==> config.mk <==
export PLATFORM = sky130hd
export DESIGN_NAME = mc_result_collector
export DESIGN_NICKNAME = d
export VERILOG_FILES = /design/src/rtl/mc_risk_pkg.sv /design/src/rtl/mc_result_fifo.sv /design/src/rtl/mc_result_collector.sv
export SDC_FILE = /design/constraint.sdc
export NUM_CORES = 1
export LEC_CHECK = 0
export ABC_AREA = 1
export ABC_CLOCK_PERIOD_IN_PS = 7010
export BUFFER_PORTS_ARGS = -buffer_cell sky130_fd_sc_hd__buf_2
export CORE_MARGIN = 2
export CORE_UTILIZATION = 60
export CTS_CLUSTER_DIAMETER = 60
export CTS_CLUSTER_SIZE = 40
export DETAILED_ROUTE_END_ITERATION = 10
export PLACE_DENSITY = 0.89
export RECOVER_POWER = 50
export SLEW_MARGIN = 20
export SYNTH_ARGS = -nofsm -noshare
export SYNTH_HDL_FRONTEND = slang
export SYNTH_SLANG_ARGS = --single-unit
==> constraint.sdc <==
create_clock -name CLK -period 7.01 [get_ports CLK]
set_clock_uncertainty 0.1 [all_clocks]
set_input_delay 0.3505 -clock CLK [delete_from_list [all_inputs] [get_ports CLK]]
set_output_delay 0.3505 -clock CLK [all_outputs]
set_load 0.01 [all_outputs]
==> src/rtl/mc_risk_pkg.sv <==
// mc_risk_pkg: shared definitions for the Monte Carlo risk readout path.
//   - Default core count, accumulator width and log2(paths per option)
//   - Collector FSM state encoding
//   - Result entry layout {idx, sum, mean} at the default widths
package mc_risk_pkg;

    localparam int unsigned CoreNDef    = 2;
    localparam int unsigned AccWidthDef = 27;
    localparam int unsigned LogPathsDef = 11;
    localparam int unsigned IdxWidthDef = 8;
    localparam int unsigned SumWidthDef = AccWidthDef + $clog2(CoreNDef);

    typedef enum logic [1:0] {
        StCollect = 2'd0,
        StSum     = 2'd1,
        StPush    = 2'd2
    } state_e;

    typedef struct packed {
        logic [IdxWidthDef-1:0] idx;
        logic [SumWidthDef-1:0] sum;
        logic [AccWidthDef-1:0] mean;
    } result_t;

endpackage

==> src/rtl/mc_result_fifo.sv <==
// mc_result_fifo: synchronous first-word-fall-through FIFO.
//   clk, rst    : clock, synchronous active-high reset
//   wr_en/wr_data : write request; accepted when not full, or when a read
//                   happens in the same cycle
//   rd_en       : pop the head (ignored when empty)
//   rd_data     : head entry, straight from the storage registers
//   full/empty  : occupancy flags derived from the count register
module mc_result_fifo #(
    parameter int unsigned Width = 8,
    parameter int unsigned Depth = 4
) (
    input  logic             clk,
    input  logic             rst,
    input  logic             wr_en,
    input  logic [Width-1:0] wr_data,
    input  logic             rd_en,
    output logic [Width-1:0] rd_data,
    output logic             full,
    output logic             empty
);

    localparam int unsigned PtrW = $clog2(Depth);
    localparam int unsigned CntW = PtrW + 1;

    logic [Width-1:0] mem_q [Depth];
    logic [PtrW-1:0]  wr_ptr_q, rd_ptr_q;
    logic [CntW-1:0]  count_q;
    logic             do_wr, do_rd;

    assign full  = (count_q == CntW'(Depth));
    assign empty = (count_q == '0);

    // A write while full is still accepted when the head leaves this cycle.
    assign do_rd = rd_en && !empty;
    assign do_wr = wr_en && (!full || do_rd);

    assign rd_data = mem_q[rd_ptr_q];

    always_ff @(posedge clk) begin
        if (rst) begin
            for (int i = 0; i < Depth; i++) begin
                mem_q[i] <= '0;
            end
            wr_ptr_q <= '0;
            rd_ptr_q <= '0;
            count_q  <= '0;
        end else begin
            if (do_wr) begin
                mem_q[wr_ptr_q] <= wr_data;
                wr_ptr_q        <= wr_ptr_q + 1'b1;
            end
            if (do_rd) begin
                rd_ptr_q <= rd_ptr_q + 1'b1;
            end
            case ({do_wr, do_rd})
                2'b10:   count_q <= count_q + 1'b1;
                2'b01:   count_q <= count_q - 1'b1;
                default: count_q <= count_q;
            endcase
        end
    end

endmodule

==> src/rtl/mc_result_collector.sv <==
// mc_result_collector: gathers per-core Monte Carlo accumulators, forms the
// cross-core sum and rounded per-path mean, and queues {idx, sum, mean}.
//   CLK, RST   : clock, synchronous active-high reset
//   iAcc       : core accumulators, core k at [k*AccWidth +: AccWidth]
//   iDone      : per-core one-cycle done pulse qualifying its iAcc slice
//   oValid     : result FIFO head valid; iReady pops it
//   oIdx/oSum/oMean : head entry fields
//   oBusy      : a round is in progress (not idle or some core reported)
//   oOverflow  : sticky, a result was dropped on a full FIFO
//   oProtoErr  : sticky, a core reported twice in one round
module mc_result_collector
    import mc_risk_pkg::*;
#(
    parameter int unsigned CoreN     = CoreNDef,
    parameter int unsigned AccWidth  = AccWidthDef,
    parameter int unsigned LogPaths  = LogPathsDef,
    parameter int unsigned FifoDepth = 4,
    parameter int unsigned IdxWidth  = IdxWidthDef,
    localparam int unsigned SumW     = AccWidth + $clog2(CoreN)
) (
    input  logic                      CLK,
    input  logic                      RST,
    input  logic [CoreN*AccWidth-1:0] iAcc,
    input  logic [CoreN-1:0]          iDone,
    output logic                      oValid,
    input  logic                      iReady,
    output logic [IdxWidth-1:0]       oIdx,
    output logic [SumW-1:0]           oSum,
    output logic [AccWidth-1:0]       oMean,
    output logic                      oBusy,
    output logic                      oOverflow,
    output logic                      oProtoErr
);

    localparam int unsigned EntryW = IdxWidth + SumW + AccWidth;

    state_e              state_q;
    logic [CoreN-1:0]    got_q, got_next;
    logic [AccWidth-1:0] latch_q [CoreN];
    logic [SumW-1:0]     sum_q, sum_next;
    logic [AccWidth-1:0] mean_q, mean_next;
    logic [SumW:0]       round_sum;
    logic [IdxWidth-1:0] idx_q;
    logic                overflow_q, proto_err_q;
    logic                dup_done;

    logic                fifo_push, fifo_pop, fifo_full, fifo_empty, drop;
    logic [EntryW-1:0]   fifo_head;

    // Cross-core sum and round-half-up mean; one extra bit for the rounding add.
    always_comb begin
        sum_next = '0;
        for (int k = 0; k < CoreN; k++) begin
            sum_next = sum_next + SumW'(latch_q[k]);
        end
        round_sum = {1'b0, sum_next} + ((SumW + 1)'(1) << (LogPaths - 1));
        mean_next = AccWidth'(round_sum >> LogPaths);
    end

    // The SUM cycle closes the round: a done arriving then opens the next one
    // and is therefore not a duplicate.
    always_comb begin
        got_next = (state_q == StSum) ? '0 : got_q;
        got_next = got_next | iDone;
    end

    assign dup_done = (state_q != StSum) && (|(got_q & iDone));

    assign fifo_push = (state_q == StPush);
    assign fifo_pop  = !fifo_empty && iReady;
    assign drop      = fifo_push && fifo_full && !fifo_pop;

    always_ff @(posedge CLK) begin
        if (RST) begin
            state_q <= StCollect;
            got_q   <= '0;
            for (int k = 0; k < CoreN; k++) begin
                latch_q[k] <= '0;
            end
            sum_q       <= '0;
            mean_q      <= '0;
            idx_q       <= '0;
            overflow_q  <= 1'b0;
            proto_err_q <= 1'b0;
        end else begin
            got_q <= got_next;
            for (int k = 0; k < CoreN; k++) begin
                if (iDone[k]) begin
                    latch_q[k] <= iAcc[k*AccWidth +: AccWidth];
                end
            end
            if (dup_done) begin
                proto_err_q <= 1'b1;
            end
            case (state_q)
                StCollect: begin
                    if (&got_q) begin
                        state_q <= StSum;
                    end
                end
                StSum: begin
                    sum_q   <= sum_next;
                    mean_q  <= mean_next;
                    state_q <= StPush;
                end
                StPush: begin
                    // Index advances even when the entry is dropped.
                    idx_q <= idx_q + 1'b1;
                    if (drop) begin
                        overflow_q <= 1'b1;
                    end
                    state_q <= StCollect;
                end
                default: state_q <= StCollect;
            endcase
        end
    end

    mc_result_fifo #(
        .Width (EntryW),
        .Depth (FifoDepth)
    ) u_fifo (
        .clk     (CLK),
        .rst     (RST),
        .wr_en   (fifo_push),
        .wr_data ({idx_q, sum_q, mean_q}),
        .rd_en   (fifo_pop),
        .rd_data (fifo_head),
        .full    (fifo_full),
        .empty   (fifo_empty)
    );

    assign oValid             = !fifo_empty;
    assign {oIdx, oSum, oMean} = fifo_head;
    assign oBusy              = (state_q != StCollect) || (|got_q);
    assign oOverflow          = overflow_q;
    assign oProtoErr          = proto_err_q;

endmodule

# After elaboration in Yosys (flattened, before gate mapping)
# Memories as Yosys holds them, arrays and structs flattened. A register that Yosys moved wholly into a read port is not among the register bits.
# Cells that the tools add are included.
# totals
ff_bits,67
latchBits,0
mem_bits_rw,270
romBits,0
input_bits,59
out_inout_bits,67
word_cells,72
memories,2
# mem_list
name,depth,word_bits,rd,rd_ports_with_merged_regs,write_ports,line_no,text
u_fifo.mem_q,4,54,1,1,4,mc_result_fifo.sv:25,logic [Width-1:0] mem_q [Depth];
latch_q,2,27,2,0,2,mc_result_collector.sv:39,logic [AccWidth-1:0] latch_q [CoreN];
# classes
add_sub_neg,7
mul,0
div,0
order_cmp,0
n_eq_ne,7
n_shift,0
mux,22
bitwise_logic,4
n_reduce_logical,20
# op_table
cell,count
27-bit two-way mux,2
54-bit two-way mux,1
54-bit OR reduction,1
28-bit by 11-bit adder with 29-bit output (second input constant),1
27-bit by 27-bit adder with 28-bit output,1
1-bit two-way mux,12
2-bit two-way mux,5
8-bit by 1-bit adder with 8-bit output (second input constant),1
1-bit logical AND,6
3-bit one-hot mux with 2 select lines,1
2-bit by 1-bit adder with 2-bit output (second input constant),2
2-bit by 1-bit == test with 1-bit output (second input constant),2
2-bit == test (second input constant),2
2-bit one-hot mux with 2 select lines,1
2-bit AND reduction,2
2-bit nonzero test,2
2-bit OR reduction,2
3-bit by 1-bit adder with 3-bit output (second input constant),1
3-bit == test (second input constant),1
1-bit zero test,3
3-bit zero test,1
3-bit by 1-bit subtractor with 3-bit output (second input constant),1
2-bit AND,1
2-bit zero test,1
5 further kinds,7

# Depth between registers and ports, before layout
# depth
ltp_word,11
ltp_mapped,19

# Hierarchy
# A second synthesis with hierarchy kept.
# hier_totals
cells_unflattened,2058
area_unflattened_um2,19003.2
# modules_own_cells
mod,instances,cells_each,area_per_inst_um2,seq_area_each_um2
mc_result_fifo,1,1088,12200.5,7747.4
mc_result_collector,1,970,6802.8,2822.7

# Least setup slack after synthesis
# Ideal clock, no wire load.
# synth_timing
path_type,register to register
start,reg u_fifo.count_q[1]
end,mem u_fifo.mem_q[3][0] in the netlist's numbering (enable)
setup_time_ps,546
arrival_time_ps,4850
t_required_ps,6364
path_slack_ps,1513
stages_incl_launch_ff,7
path_buffers,0
period_less_slack_ps,5497
path_cell_list,dfxtp_1 nor2_1 nand2_1 nand2_1 nand3_1 nand2_1 o31ai_1
# synth_lines
item,line_no,text
start: declaration,mc_result_fifo.sv:27,logic [CntW-1:0] count_q;
start signal: assignment,mc_result_fifo.sv:56,2'b10: count_q <= count_q + 1'b1;
start signal: assignment,mc_result_fifo.sv:57,2'b01: count_q <= count_q - 1'b1;
start signal: assignment,mc_result_fifo.sv:58,default: count_q <= count_q;
end: declaration,mc_result_fifo.sv:25,

==> impl_metrics.tcl <==
set metrics [dict create \
    status "finished with violations" \
    violations "capacitance limit, slew limit" \
    whs_path_depth 3 \
    coreArea_sq_um 26900 \
    cts-resized-gates 0 \
    globalRoute.totalOverflow 0 \
    die_w_um 169 \
    insertion_delay_ps 550 \
    dr.pass1.iters 6 \
    async_flop_share_pct 0 \
    cp_max_fo 34 \
    vias_per_cell 5.57 \
    grt_start_max_net_pins 110 \
    seqPwrFrac_pct 52.4 \
    postPlaceCellArea_sq_um 17100 \
    fin_crit_sh_pct 70.3 \
    setup_tns_ps 0 \
    root_buffer "clkbuf_16" \
    final_area_sq_um 18200 \
    required_ps 7290 \
    ctsHtreeMaxLevel 1 \
    cpMaxStageDelayCell "o21ai_0" \
    yosysMostFrequentCell "nor2_1" \
    drive_gt1_share_pct 10.9 \
    rsz0062_at_grt "false" \
    r2r-start "u_fifo.count_q[1]$_SDFFE_PP0P_" \
    switching_power_mw 1.20 \
    combPwrFrac_pct 13.7 \
    start_util_pct 60.8 \
    reg2reg_slack_ps 2410 \
    internal-power_mw 3.16 \
    cp-end-kind "flip-flop" \
    cp_common_cell "clkbuf_1" \
    antenna_found_initial 0 \
    leakage_nw 7.61 \
    min_from "iAcc[2]" \
    multiInputGateArea_sq_um 5380 \
    synth_top_area_share_pct 49.6 \
    portBuffers 116 \
    drt_iter0_markers 1357 \
    drv_slew 258 \
    wirelength_um 39000 \
    ant_nets 0 \
    ys_seq_area_share_pct 58.1 \
    synth_edf_count 270 \
    num_antenna_cells 0 \
    syn_area_per_cell_sq_um 8.84 \
    die_h_um 169 \
    netlist_top_cells_area "edfxtp_1 (50%), nor2_1 (10%), dfxtp_1 (8.5%), inv_1 (6.7%), nand2_1 (5.4%)" \
    cap_violations 6 \
    ys_warn_count 0 \
    regArea_sq_um 9490 \
    ioPinCount 126 \
    synth_flop_cell "edfxtp_1" \
    cts_buffers 23 \
    max_slew_margin_pct -118 \
    path_cells "clkbuf_1 -> clkinv_1 -> clkbuf_1 -> o21ai_0 -> buf_16 -> nor2_1" \
    worst_setup_path_start_kind "input pin" \
    hold_end "latch_q[0][2]$_SDFFCE_PN0P_" \
    gp_congestion 0.888 \
    criticalPathCategory "input pin to flip-flop" \
    synth_area_leader_cell "edfxtp_1" \
    r2r_end "u_fifo.mem_q[0][11]$_SDFFCE_PN0P_" \
    die_area_sq_um 28600 \
    worst_hold_slack_ps 13.8 \
    cp_top_family "buffers and inverters" \
    setup_viol 0 \
    grt_pass1_wl_um 62000 \
    p_sw_share_pct 27.5 \
    nFillCells 1938 \
    clk_pin_slew_worst_paths_ps 80 \
    slowest_delay_ps 1760 \
    num-nets-final 2045 \
    worst_pin_slew_ps 3240 \
    pwr-share-clk_pct 33.9 \
    synthTopCellsByCount "nor2_1 (441), inv_1 (291), edfxtp_1 (270), nand2_1 (233), o21ai_0 (151)" \
    finalCriticalPeriod_ps 4930 \
    total_power_mw 4.36 \
    grt.total_usage_pct 27.1 \
    vias 12884 \
    synthDistinctLibCells 42 \
    wl_per_cell_um 16.9 \
    cts.sinks 339 \
    netlist_area_sq_um 16300 \
    post-route-drc-count 0 \
    reg2reg_depth 11 \
    max_freq_mhz 203 \
    ys_ff_latch 339 \
    clockBufferDepth 3 \
    hold_class "input pin to flip-flop" \
    grt_pass1_vias 12698 \
    final-hold-violation-count 0 \
    power_density_nw_per_um2 239 \
    cp.arrival_ps 5210 \
    post-dp-hpwl_um 24400 \
    critPathBufInv 4 \
    cts_tree "yes" \
    syn_inst 1849 \
    syn_to_final_growth_pct 11.7 \
    ir_drop_v 0.000198 \
    core.rowCount 60 \
]
[cell usage in the layout (no fill, tap or decap), types with 7 or more instances in the layout]
cell type | Yosys | layout
buf_2 | 6 | 111
a21oi_1 | 64 | 64
dfxtp_1 | 69 | 68
ha_1 | 30 | 30
nand4_1 | 10 | 10
nor2_1 | 441 | 443
nand3_1 | 38 | 39
inv_1 | 291 | 291
conb_1 | 1 | 9
dlygate4sd3_1 | 0 | 30
edfxtp_1 | 270 | 270
nand2_2 | 20 | 21
buf_4 | 9 | 8
clkbuf_1 | 69 | 9
o21ai_0 | 151 | 151
clkbuf_16 | 0 | 24
nand2_1 | 233 | 231
nor3_1 | 11 | 11
inv_2 | 10 | 9
o22ai_1 | 56 | 56
xor2_1 | 9 | 9
o211ai_1 | 7 | 7
nand3b_1 | 7 | 7
[how the worst max path moves through the flow]
stage	cells past startpoint	from	endpoint	slack (ps)
6_report	6	RST	latch_q[0][42]$_SDFFCE_PN0P_	2080
5_1_grt	6	RST	latch_q[0][42]$_SDFFCE_PN0P_	1760
4_1_cts	11	u_fifo.count_q[1]$_SDFFE_PP0P_	u_fifo.mem_q[0][11]$_SDFFCE_PN0P_	2760
3_5_place_dp	11	u_fifo.count_q[1]$_SDFFE_PP0P_	u_fifo.mem_q[0][10]$_SDFFCE_PN0P_	2780
3_3_place_gp	11	u_fifo.count_q[0]$_SDFFE_PP0P_	u_fifo.mem_q[0][10]$_SDFFCE_PN0P_	3010
2_1_floorplan	6	u_fifo.count_q[1]$_SDFFE_PP0P_	u_fifo.mem_q[3][0]$_DFFE_PP_	1510
[power by group through the flow]
stage / Combinational [mW] / Clock, mW / Sequential [mW]
detailed placement: 0.575 / 0 / 2.33
CTS: 0.592 / 1.49 / 2.29
global placement: 0.558 / 0 / 2.33
floorplan: 0.412 / 0 / 2.32
finish: 0.596 / 1.48 / 2.29
global route: 0.662 / 1.56 / 2.29
[registers in the layout, summed over array words and instances (netlist names), 2 cells and up, named ones only]
name / cells
u_fifo.mem_q: 216
u_fifo.count_q: 3
got_q: 2
u_fifo.rd_ptr_q: 2
state_q: 2
mean_q: 18
u_fifo.wr_ptr_q: 2
latch_q: 54
idx_q: 8
sum_q: 28
[layout make-up]
class                   count  area share [%]
inverters                 303            6.24
well taps                 341            2.34
multi-input cells        1129            29.5
clock buffers              26            3.33
flip-flops and latches    339            52.0
clock inverters            16            1.27
repair buffers            158            5.34
[layer usage]
metal  routed length [um]  global-route usage, %  vias to the layer above
met4                  874                   7.73                        0
met2                19600                   48.9                      568
met1                15600                   33.9                     6075
li1                     -                      -                     6180
met5                    0                      0                        -
met3                 2950                   4.14                       61
[tightest hold or removal path, stage by stage]
cell and delay, ps:
buf_2 80, inv_1 30, nor2_1 90
[kinds of logic (layout without fill, tap and decap cells)]
family	Yosys count	count (layout)	share of synthesized area (%)
AOI/OAI and AO/OA	294	294	9.76
xor gates and xnor gates	10	10	0.536
adders and majority gates	32	32	2.54
buffers and inverters	389	503	9.19
DFF	339	339	58.1
other	1	9	0.0230
and+or+nand+nor	784	784	19.9
[metrics by stage]
stage	setup slack, ps	instances	utilization [%]
final	2080	2312	67.9
after global routing	1760	2312	67.9
after CTS	2760	2311	68.0
after detailed placement	2780	2239	63.8
after global placement	3010	2239	63.8
after floorplan	1510	1857	-
[timing repair]
item	4_1_cts	5_1_grt
hold endpoints to repair	30	0
setup buffers	0	0
hold buffers	30	0
endpoints found under the setup margin	0	0
Power figures use the tool's default switching activity.
